--- src/rtl/reg_bank_arbiter_if.sv ---
// Write-request / read bus between four requesters and the register bank arbiter.
// Requesters drive through the master modport; the arbiter serves the slave modport.
interface reg_bank_arbiter_if #(
  parameter int unsigned W  = 8,
  parameter int unsigned AW = 2
) ();

  localparam int unsigned NREQ = 4;

  logic [NREQ-1:0]    req;
  logic [NREQ*W-1:0]  wdata;
  logic [NREQ*AW-1:0] waddr;
  logic [AW-1:0]      raddr;
  logic [W-1:0]       rdata;
  logic [NREQ-1:0]    ack;
  logic [1:0]         grant_id;
  logic               busy;

  modport master (
    output req, wdata, waddr, raddr,
    input  rdata, ack, grant_id, busy
  );

  modport slave (
    input  req, wdata, waddr, raddr,
    output rdata, ack, grant_id, busy
  );

endinterface

--- src/rtl/reg_bank_arbiter.sv ---
// Round-robin arbiter for four 4-phase requesters sharing the write port of a
// small register bank; one bank write per granted transaction, combinational read.
module reg_bank_arbiter #(
  parameter int unsigned W  = 8,
  parameter int unsigned AW = 2
) (
  input  logic             clock,
  input  logic             reset_,
  reg_bank_arbiter_if.slave bus
);

  localparam int unsigned NREQ = 4;
  localparam int unsigned NREG = 1 << AW;

  typedef enum logic [1:0] {
    ST_IDLE  = 2'd0,
    ST_WRITE = 2'd1,
    ST_ACK   = 2'd2
  } state_e;

  state_e          state_q, state_d;
  logic [1:0]      grant_q, grant_d;
  logic [1:0]      last_q, last_d;
  logic [NREQ-1:0] ack_q, ack_d;
  logic            busy_q, busy_d;
  logic            bank_we;

  logic [W-1:0]    bank_q  [NREG];
  logic [W-1:0]    wdata_a [NREQ];
  logic [AW-1:0]   waddr_a [NREQ];

  logic [1:0]      rr_cand;
  logic [1:0]      rr_winner;
  logic            rr_found;

  // Split the packed per-requester write payloads.
  always_comb begin
    for (int unsigned i = 0; i < NREQ; i++) begin
      wdata_a[i] = bus.wdata[i*W +: W];
      waddr_a[i] = bus.waddr[i*AW +: AW];
    end
  end

  // Round-robin search starting just after the last completed grant.
  always_comb begin
    rr_found  = 1'b0;
    rr_winner = last_q;
    rr_cand   = last_q;
    for (int unsigned off = 1; off <= NREQ; off++) begin
      rr_cand = last_q + 2'(off);
      if (!rr_found && bus.req[rr_cand]) begin
        rr_found  = 1'b1;
        rr_winner = rr_cand;
      end
    end
  end

  // Next-state and registered-output decode.
  always_comb begin
    state_d = state_q;
    grant_d = grant_q;
    last_d  = last_q;
    ack_d   = ack_q;
    busy_d  = busy_q;
    bank_we = 1'b0;
    unique case (state_q)
      ST_IDLE: begin
        if (rr_found) begin
          grant_d = rr_winner;
          busy_d  = 1'b1;
          state_d = ST_WRITE;
        end
      end
      ST_WRITE: begin
        bank_we = 1'b1;
        ack_d   = NREQ'(1) << grant_q;
        state_d = ST_ACK;
      end
      ST_ACK: begin
        // An early req drop lands here too, giving a single-cycle ack.
        if (!bus.req[grant_q]) begin
          ack_d   = '0;
          busy_d  = 1'b0;
          last_d  = grant_q;
          state_d = ST_IDLE;
        end
      end
      default: begin
        ack_d   = '0;
        busy_d  = 1'b0;
        state_d = ST_IDLE;
      end
    endcase
  end

  always_ff @(posedge clock or negedge reset_) begin
    if (!reset_) begin
      state_q <= ST_IDLE;
      grant_q <= 2'd0;
      last_q  <= 2'd3;
      ack_q   <= '0;
      busy_q  <= 1'b0;
    end else begin
      state_q <= state_d;
      grant_q <= grant_d;
      last_q  <= last_d;
      ack_q   <= ack_d;
      busy_q  <= busy_d;
    end
  end

  // Storage bank: written only in the WRITE state, cleared by reset.
  always_ff @(posedge clock or negedge reset_) begin
    if (!reset_) begin
      for (int unsigned r = 0; r < NREG; r++) begin
        bank_q[r] <= '0;
      end
    end else if (bank_we) begin
      bank_q[waddr_a[grant_q]] <= wdata_a[grant_q];
    end
  end

  assign bus.rdata    = bank_q[bus.raddr];
  assign bus.ack      = ack_q;
  assign bus.grant_id = grant_q;
  assign bus.busy     = busy_q;

  ack_onehot0_a: assert property (@(posedge clock) disable iff (!reset_) $onehot0(ack_q));

endmodule

--- src/flat_wrapper.sv ---
// flat-port wrapper written by rule: the top's interface ports become plain ports
module reg_bank_arbiter_flat 
#(
  parameter int unsigned W  = 8,
  parameter int unsigned AW = 2
)
  (clock, reset_, bus_req, bus_wdata, bus_waddr, bus_raddr, bus_rdata, bus_ack, bus_grant_id, bus_busy);
  reg_bank_arbiter_if #(.W(W), .AW(AW)) bus_i ();
  input  logic clock;
  input  logic reset_;
  input wire logic [$bits(bus_i.req)-1:0] bus_req;
  input wire logic [$bits(bus_i.wdata)-1:0] bus_wdata;
  input wire logic [$bits(bus_i.waddr)-1:0] bus_waddr;
  input wire logic [$bits(bus_i.raddr)-1:0] bus_raddr;
  output wire logic [$bits(bus_i.rdata)-1:0] bus_rdata;
  output wire logic [$bits(bus_i.ack)-1:0] bus_ack;
  output wire logic [$bits(bus_i.grant_id)-1:0] bus_grant_id;
  output wire logic [$bits(bus_i.busy)-1:0] bus_busy;
  assign bus_i.req = bus_req;
  assign bus_i.wdata = bus_wdata;
  assign bus_i.waddr = bus_waddr;
  assign bus_i.raddr = bus_raddr;
  assign bus_rdata = bus_i.rdata;
  assign bus_ack = bus_i.ack;
  assign bus_grant_id = bus_i.grant_id;
  assign bus_busy = bus_i.busy;
  reg_bank_arbiter #(.W(W), .AW(AW)) u_core (.clock(clock), .reset_(reset_), .bus(bus_i));
endmodule
--- config.mk ---
export PLATFORM = sky130hd
export DESIGN_NAME = reg_bank_arbiter_flat
export DESIGN_NICKNAME = d
export VERILOG_FILES = /design/src/rtl/reg_bank_arbiter_if.sv /design/src/rtl/reg_bank_arbiter.sv /design/src/flat_wrapper.sv
export SDC_FILE = /design/constraint.sdc
export NUM_CORES = 1
export LEC_CHECK = 0
export CAP_MARGIN = 20
export CORE_MARGIN = 2
export CORE_UTILIZATION = 45
export CTS_BUF_LIST = sky130_fd_sc_hd__clkbuf_4
export CTS_CLUSTER_SIZE = 20
export DETAILED_ROUTE_END_ITERATION = 6
export PLACE_DENSITY = 0.76
export SYNTH_ARGS = -nofsm -noshare
export SYNTH_HDL_FRONTEND = slang
export SYNTH_SLANG_ARGS = --single-unit
--- constraint.sdc ---
create_clock -name clock -period 3.8 [get_ports clock]
set_clock_uncertainty 0.2 [all_clocks]
set_input_delay 0.76 -clock clock [delete_from_list [all_inputs] [get_ports clock]]
set_output_delay 0.76 -clock clock [all_outputs]
set_load 0.02 [all_outputs]
==> flow_summary.ini, run 1 <==
[power]
switchingPower_uw = 793.8
p_seq_share_pct = 39.2
internal_power_uw = 1496
p_comb_share_pct = 48.2
power.total_uw = 2289
clkPwrFrac_pct = 12.6
p_leak_uw = 0.001209
vdd_ir_drop_max_mv = 0.3922
p_per_area_nw_per_um2 = 765.9
sw_frac_of_total_pct = 34.67

[cells_and_area]
drive_gt1_share_pct = 34.13
final_common_cell = clkdlybuf4s50_1
final_nets = 255
layout_common_cells = 61 x clkdlybuf4s50_1, 41 x dfrtp_1, 27 x mux2_2, 18 x mux4_2, 8 x mux2_4
area_growth_pct = 31.92
antenna_cells = 0
nFillCells = 377

[sta]
slew_headroom_pct = 36.06
fin_crit_sh_pct = 91.50
fin_setup_tns_ps = 0
fmax_mhz = 287.6
post-route-min-period_ps = 3477
rsz0062_at_grt = no
hold_violations = 0
slew_viol_final = 0
worst_pin_slew_ps = 959.1
setup_violations = 0

[worst_setup_path]
crit_buf_inv = 3
rr_worst_depth = 4
worstSetupStartpointType = input port
rr_startpoint = u_core.bus.grant_id[1]$_DFFE_PN0P_
cpMostUsedCell = clkdlybuf4s50_1
cp-end-kind = output port
crit_chain = clkdlybuf4s50_1 -> buf_4 -> mux4_2 -> clkdlybuf4s50_1
slowest_delay_ps = 550
cp_max_fo = 8
reg2reg_slack_ps = 1050
cp.required_ps = 2840
cp_slowest_cell = clkdlybuf4s50_1
setup.worst_path.class = in -> out
crit_family = buffers and inverters
cp_data_arrival_time_ps = 2520
regToRegEndpoint = u_core.bank_q[20]$_DFFE_PN0P_

[clock_tree]
cts_tree = built
ctsLongestPathBuffers = 2
cts_resized = 0
root_buffer = clkbuf_4
clk_latency_ps = 350
postCtsSetupBuffers = 0
clock-sinks = 43
cts_buffers = 5
clkTransAtPathRegs_ps = 130
htreeDepth = 2
holdBufCountCts = 0

[yosys]
synth_top_area_cell = dfrtp_1
synth.yosys.seq_area_share_pct = 47.60
yosysUniqueCellTypes = 35
yosys_warnings = 0
synth_area_um2 = 2266
ys_ff_latch = 43
synthTopCellsByArea = dfrtp_1 45%, mux4_2 18%, mux2_2 13%
synth_area_per_cell_um2 = 15.52
synth_top_area_share_pct = 45.28
syn_nets = 194
synthCells = 146

[floorplanning]
die_w_um = 74.96
start_util_pct = 47.35
dieArea_um2 = 5619
pin_count = 63
rows = 25
die_h_um = 74.96
coreArea_um2 = 4786

[place]
place.gp.congestion = 0.7848
hpwl_mm = 3.702
port_buffers = 62

[hold_path]
whs_path_depth = 1
hold_start = u_core.bus.busy$_DFFE_PN0P_
holdCritPathClass = reg -> reg
holdPathEnd = u_core.bus.busy$_DFFE_PN0P_

[drt]
postRouteWirelength_mm = 5.162
drc = 0
drt-initial-drc-count = 78
ant_nets = 0
drt_first_pass_iters = 4
wl_per_cell_um = 18.77
vias = 1548
vias_per_cell = 5.629

[grt]
grt_first_pass_wirelength_mm = 8.266
antenna_found_initial = 0
grt_overflow = 0
grt_start_max_net_pins = 44
first_global_vias = 1628
grt_usage_pct = 20.14

[run]
max-cap-violations = 0

[outcome]
status = finished clean
## final cells by class
cell class | instances | area (µm²) | share of cell area (%)
well taps | 67 | 83.83 | 2.805
repair buffers | 64 | 630.6 | 21.10
multi-input cells | 88 | 1096 | 36.67
clock buffers | 5 | 37.54 | 1.256
inverters | 5 | 18.77 | 0.6279
flip-flops and latches | 43 | 1079 | 36.08
clock inverters | 3 | 43.79 | 1.465
## power groups by stage
stage / sequential [µW] / combinational [µW] / clock (µW)
after floorplan: 826 / 840 / 0
after global placement: 888 / 1070 / 0
after detailed placement: 904 / 1110 / 0
after CTS: 893 / 1120 / 299
after global routing: 927 / 1180 / 321
final: 898 / 1100 / 289
## worst reg2reg max path: stages (launching register included)
cell     delay, ps
dfrtp_1        720
or3b_1         510
o22ai_1        200
nor2b_2        660
mux2_4         360
## routing by layer
layer,up-vias,global-route usage [%],routed length (µm)
met5,-,0,0
met4,0,5.357,61
met3,6,5.087,262
met2,44,34.50,2633
met1,808,25.60,2204
li1,690,-,-
## logic make-up after synthesis
| logic type | count (synthesis) | synth area share [%] |
|---|---|---|
| compound gates | 15 | 5.136 |
| mux | 56 | 37.94 |
| buf+inv | 15 | 4.031 |
| flops | 43 | 47.60 |
| simple gates | 17 | 5.301 |
## cells in the mapped netlist (all sizes together)
cell / instances
dfrtp: 41
mux2: 35
mux4: 18
buf: 9
inv: 5
a22o: 3
mux2i: 3
nand2: 3
nor2b: 3
a32o: 2
dfstp: 2
nand3b: 2
nor3b: 2
o21ai: 2
o221ai: 2
a211oi: 1
a21o: 1
a21oi: 1
a22oi: 1
and3b: 1
clkbuf: 1
nand2b: 1
nor2: 1
nor3: 1
nor4: 1
o22ai: 1
o311ai: 1
or3: 1
or3b: 1
## state kept, by name (all words and copies together) (netlist names)
signal	flops
u_core.last_q	2
u_core.bus.ack	4
u_core.state_q	2
u_core.bank_q	32
u_core.bus.busy	1
u_core.bus.grant_id	2
## through the flow
stage / utilization (%) / instances / setup WS [ps] / hold WS [ps] / cell area [µm²]
after floorplan: - / 146 / 1252 / 264.4 / 2266
after global placement: 60.76 / 267 / 356.0 / 279.2 / 2908
after detailed placement: 60.76 / 267 / 313.1 / 270.4 / 2908
after CTS: 62.46 / 275 / 304.1 / 294.7 / 2989
after global routing: 62.46 / 275 / 251.8 / 337.2 / 2989
final: 62.46 / 275 / 323.0 / 293.9 / 2989
## how the worst max path moves through the flow
stage                       from      endpoint  depth (start not counted)
floorplan           bus_raddr[0]  bus_rdata[0]                          2
global placement    bus_raddr[0]  bus_rdata[5]                          4
detailed placement  bus_raddr[0]  bus_rdata[0]                          4
CTS                 bus_raddr[0]  bus_rdata[7]                          4
global route        bus_raddr[0]  bus_rdata[2]                          4
finish              bus_raddr[0]  bus_rdata[7]                          4
(Power assumes the default switching activity.)
==> run 2, diff against run 1 <==
Settings changed: CORE_UTILIZATION 45 to 40, PLACE_DENSITY 0.76 to 0.69.
==> run 2 against run 1 <==
  * Sequential power is essentially flat
  * Core utilization shrank 8.2 points
  * Die area grew 12%
  * Cell count grew 1.8%
  * Critical path depth is the same
  * First-iteration DRC count shrank 28%
  * Cell area shrank 0.59%
  * Total power shrank 3.1%
  * Combinational power is essentially flat
  * Clock-buffer cell count grew 1
  * Fmax grew 0.13%
  * Sequential share of layout area grew 0.21 points
  * Critical endpoint is now bus_rdata[4]
  * Largest power group unchanged
==> flow_summary.ini, run 2 (same netlist as run 1, synthesis figures left out) <==
[place]
port_buffers = 62
place.gp.congestion = 0.7826
dp_slack_ps = 323.7
dp_cells = 272
post_dp_cell_area_um2 = 2914
hpwl_mm = 3.589

[worst_setup_path]
crit_buf_inv = 3
setup.worst_path.class = in -> out
cp-end-kind = output port
regToRegEndpoint = u_core.bank_q[23]$_DFFE_PN0P_
crit_chain = clkdlybuf4s50_1 -> buf_4 -> mux4_2 -> clkdlybuf4s50_1
reg2reg_slack_ps = 1160
rr_worst_depth = 4
cp_slowest_cell = clkdlybuf4s50_1
rr_startpoint = u_core.bus.grant_id[1]$_DFFE_PN0P_
cp_data_arrival_time_ps = 2510
slowest_delay_ps = 560
cp.required_ps = 2840
cp_max_fo = 8
worstSetupStartpointType = input port
cpMostUsedCell = clkdlybuf4s50_1
crit_family = buffers and inverters

[drt]
wl_per_cell_um = 17.76
ant_nets = 0
vias_per_cell = 5.439
drc = 0
drt-initial-drc-count = 56
vias = 1523
drt_first_pass_iters = 4
postRouteWirelength_mm = 4.972

[grt]
antenna_found_initial = 0
grt_usage_pct = 17.34
grt_start_max_net_pins = 44
first_global_vias = 1680
grt_first_pass_wirelength_mm = 8.293
grt_overflow = 0

[outcome]
status = finished clean

[clock_tree]
cts_resized = 0
cts_tree = built
clkTransAtPathRegs_ps = 120
root_buffer = clkbuf_4
ctsLongestPathBuffers = 2
clock-sinks = 43
htreeDepth = 2
postCtsSetupBuffers = 0
holdBufCountCts = 0
cts_buffers = 5
clk_latency_ps = 340

[cells_and_area]
final_nets = 255
layout_common_cells = 61 x clkdlybuf4s50_1, 41 x dfrtp_1, 27 x mux2_2, 18 x mux4_2, 8 x mux2_4
area_growth_pct = 31.14
fin_area_um2 = 2972
instances_no_fill = 280
antenna_cells = 0
final_common_cell = clkdlybuf4s50_1
drive_gt1_share_pct = 34.13
top_register = u_core.bank_q
largest_reg_flops = 32

[sta]
fmax_mhz = 288.0
post-route-min-period_ps = 3473
setup_violations = 0
hold_violations = 0
worst_pin_slew_ps = 945.2
layout_setup_ws_ps = 327.4
slew_viol_final = 0
slew_headroom_pct = 36.99
rsz0062_at_grt = no
fin_setup_tns_ps = 0
fin_crit_sh_pct = 91.38

[power]
p_leak_uw = 0.001196
p_per_area_nw_per_um2 = 746.2
vdd_ir_drop_max_mv = 0.3877

[floorplanning]
pin_count = 63
die_w_um = 79.27
coreArea_um2 = 5473
start_util_pct = 41.40
die_h_um = 79.27
rows = 27
dieArea_um2 = 6283

[hold_path]
hold_start = u_core.bus.busy$_DFFE_PN0P_
whs_path_depth = 1
holdPathEnd = u_core.bus.busy$_DFFE_PN0P_
holdCritPathClass = reg -> reg

[run]
max-cap-violations = 0
run 2: worst register-to-register path, cell delays in order, from the launching register on:
cell and delay, ps:
dfrtp_1 690, or3b_1 490, o22ai_1 180, nor2b_2 620, mux2_4 360
run 2: final cells by class:
| type | instances | area, µm² |
|---|---|---|
| Sequential cell | 43 | 1079 |
| Inverter | 5 | 18.77 |
| Clock inverter | 2 | 12.51 |
| Timing Repair Buffer | 64 | 630.6 |
| Tap cell | 72 | 90.09 |
| Multi-Input combinational cell | 88 | 1096 |
| Fill cell | 461 | 2501 |
| Clock buffer | 6 | 45.04 |
run 2: how the worst max path moves through the flow:
stage	slack, ps	endpoint	cells past startpoint	from
after detailed placement	320	bus_rdata[4]	4	bus_raddr[0]
final	330	bus_rdata[4]	4	bus_raddr[0]
after global placement	340	bus_rdata[1]	4	bus_raddr[0]
after CTS	310	bus_rdata[4]	4	bus_raddr[0]
after floorplan	1250	bus_rdata[0]	2	bus_raddr[0]
after global routing	250	bus_rdata[4]	4	bus_raddr[0]
run 2: routing by layer:
metal / up-vias / GRT usage, % / wire, µm
met5: - / 0 / 0
met4: 0 / 4.483 / 48
met3: 6 / 5.455 / 308
met2: 55 / 29.24 / 2525
met1: 775 / 21.71 / 2088
li1: 687 / - / -
run 2: metrics by stage:
stage          utilization (%)  power [µW]  hold slack, ps
2_1_floorplan                -        1666           264.4
3_3_place_gp             53.25        1963           273.6
3_5_place_dp             53.25        2009           273.0
4_1_cts                  54.30        2236           312.3
5_1_grt                  54.30        2365           325.3
6_report                 54.30        2217           307.2
run 2: report_power, final:
part	internal, µW	switching [µW]	leakage (µW)
combinational	665	431	0.000646
sequential	692	203	0.000518
clock	78.7	147	0.0000317
total	1440	782	0.00120
==> run 3, diff against run 2 <==
Settings changed: SETUP_SLACK_MARGIN set to 0.05.
==> results of run 3 <==
Final layout, timing and power as in run 2 (identical DEF).
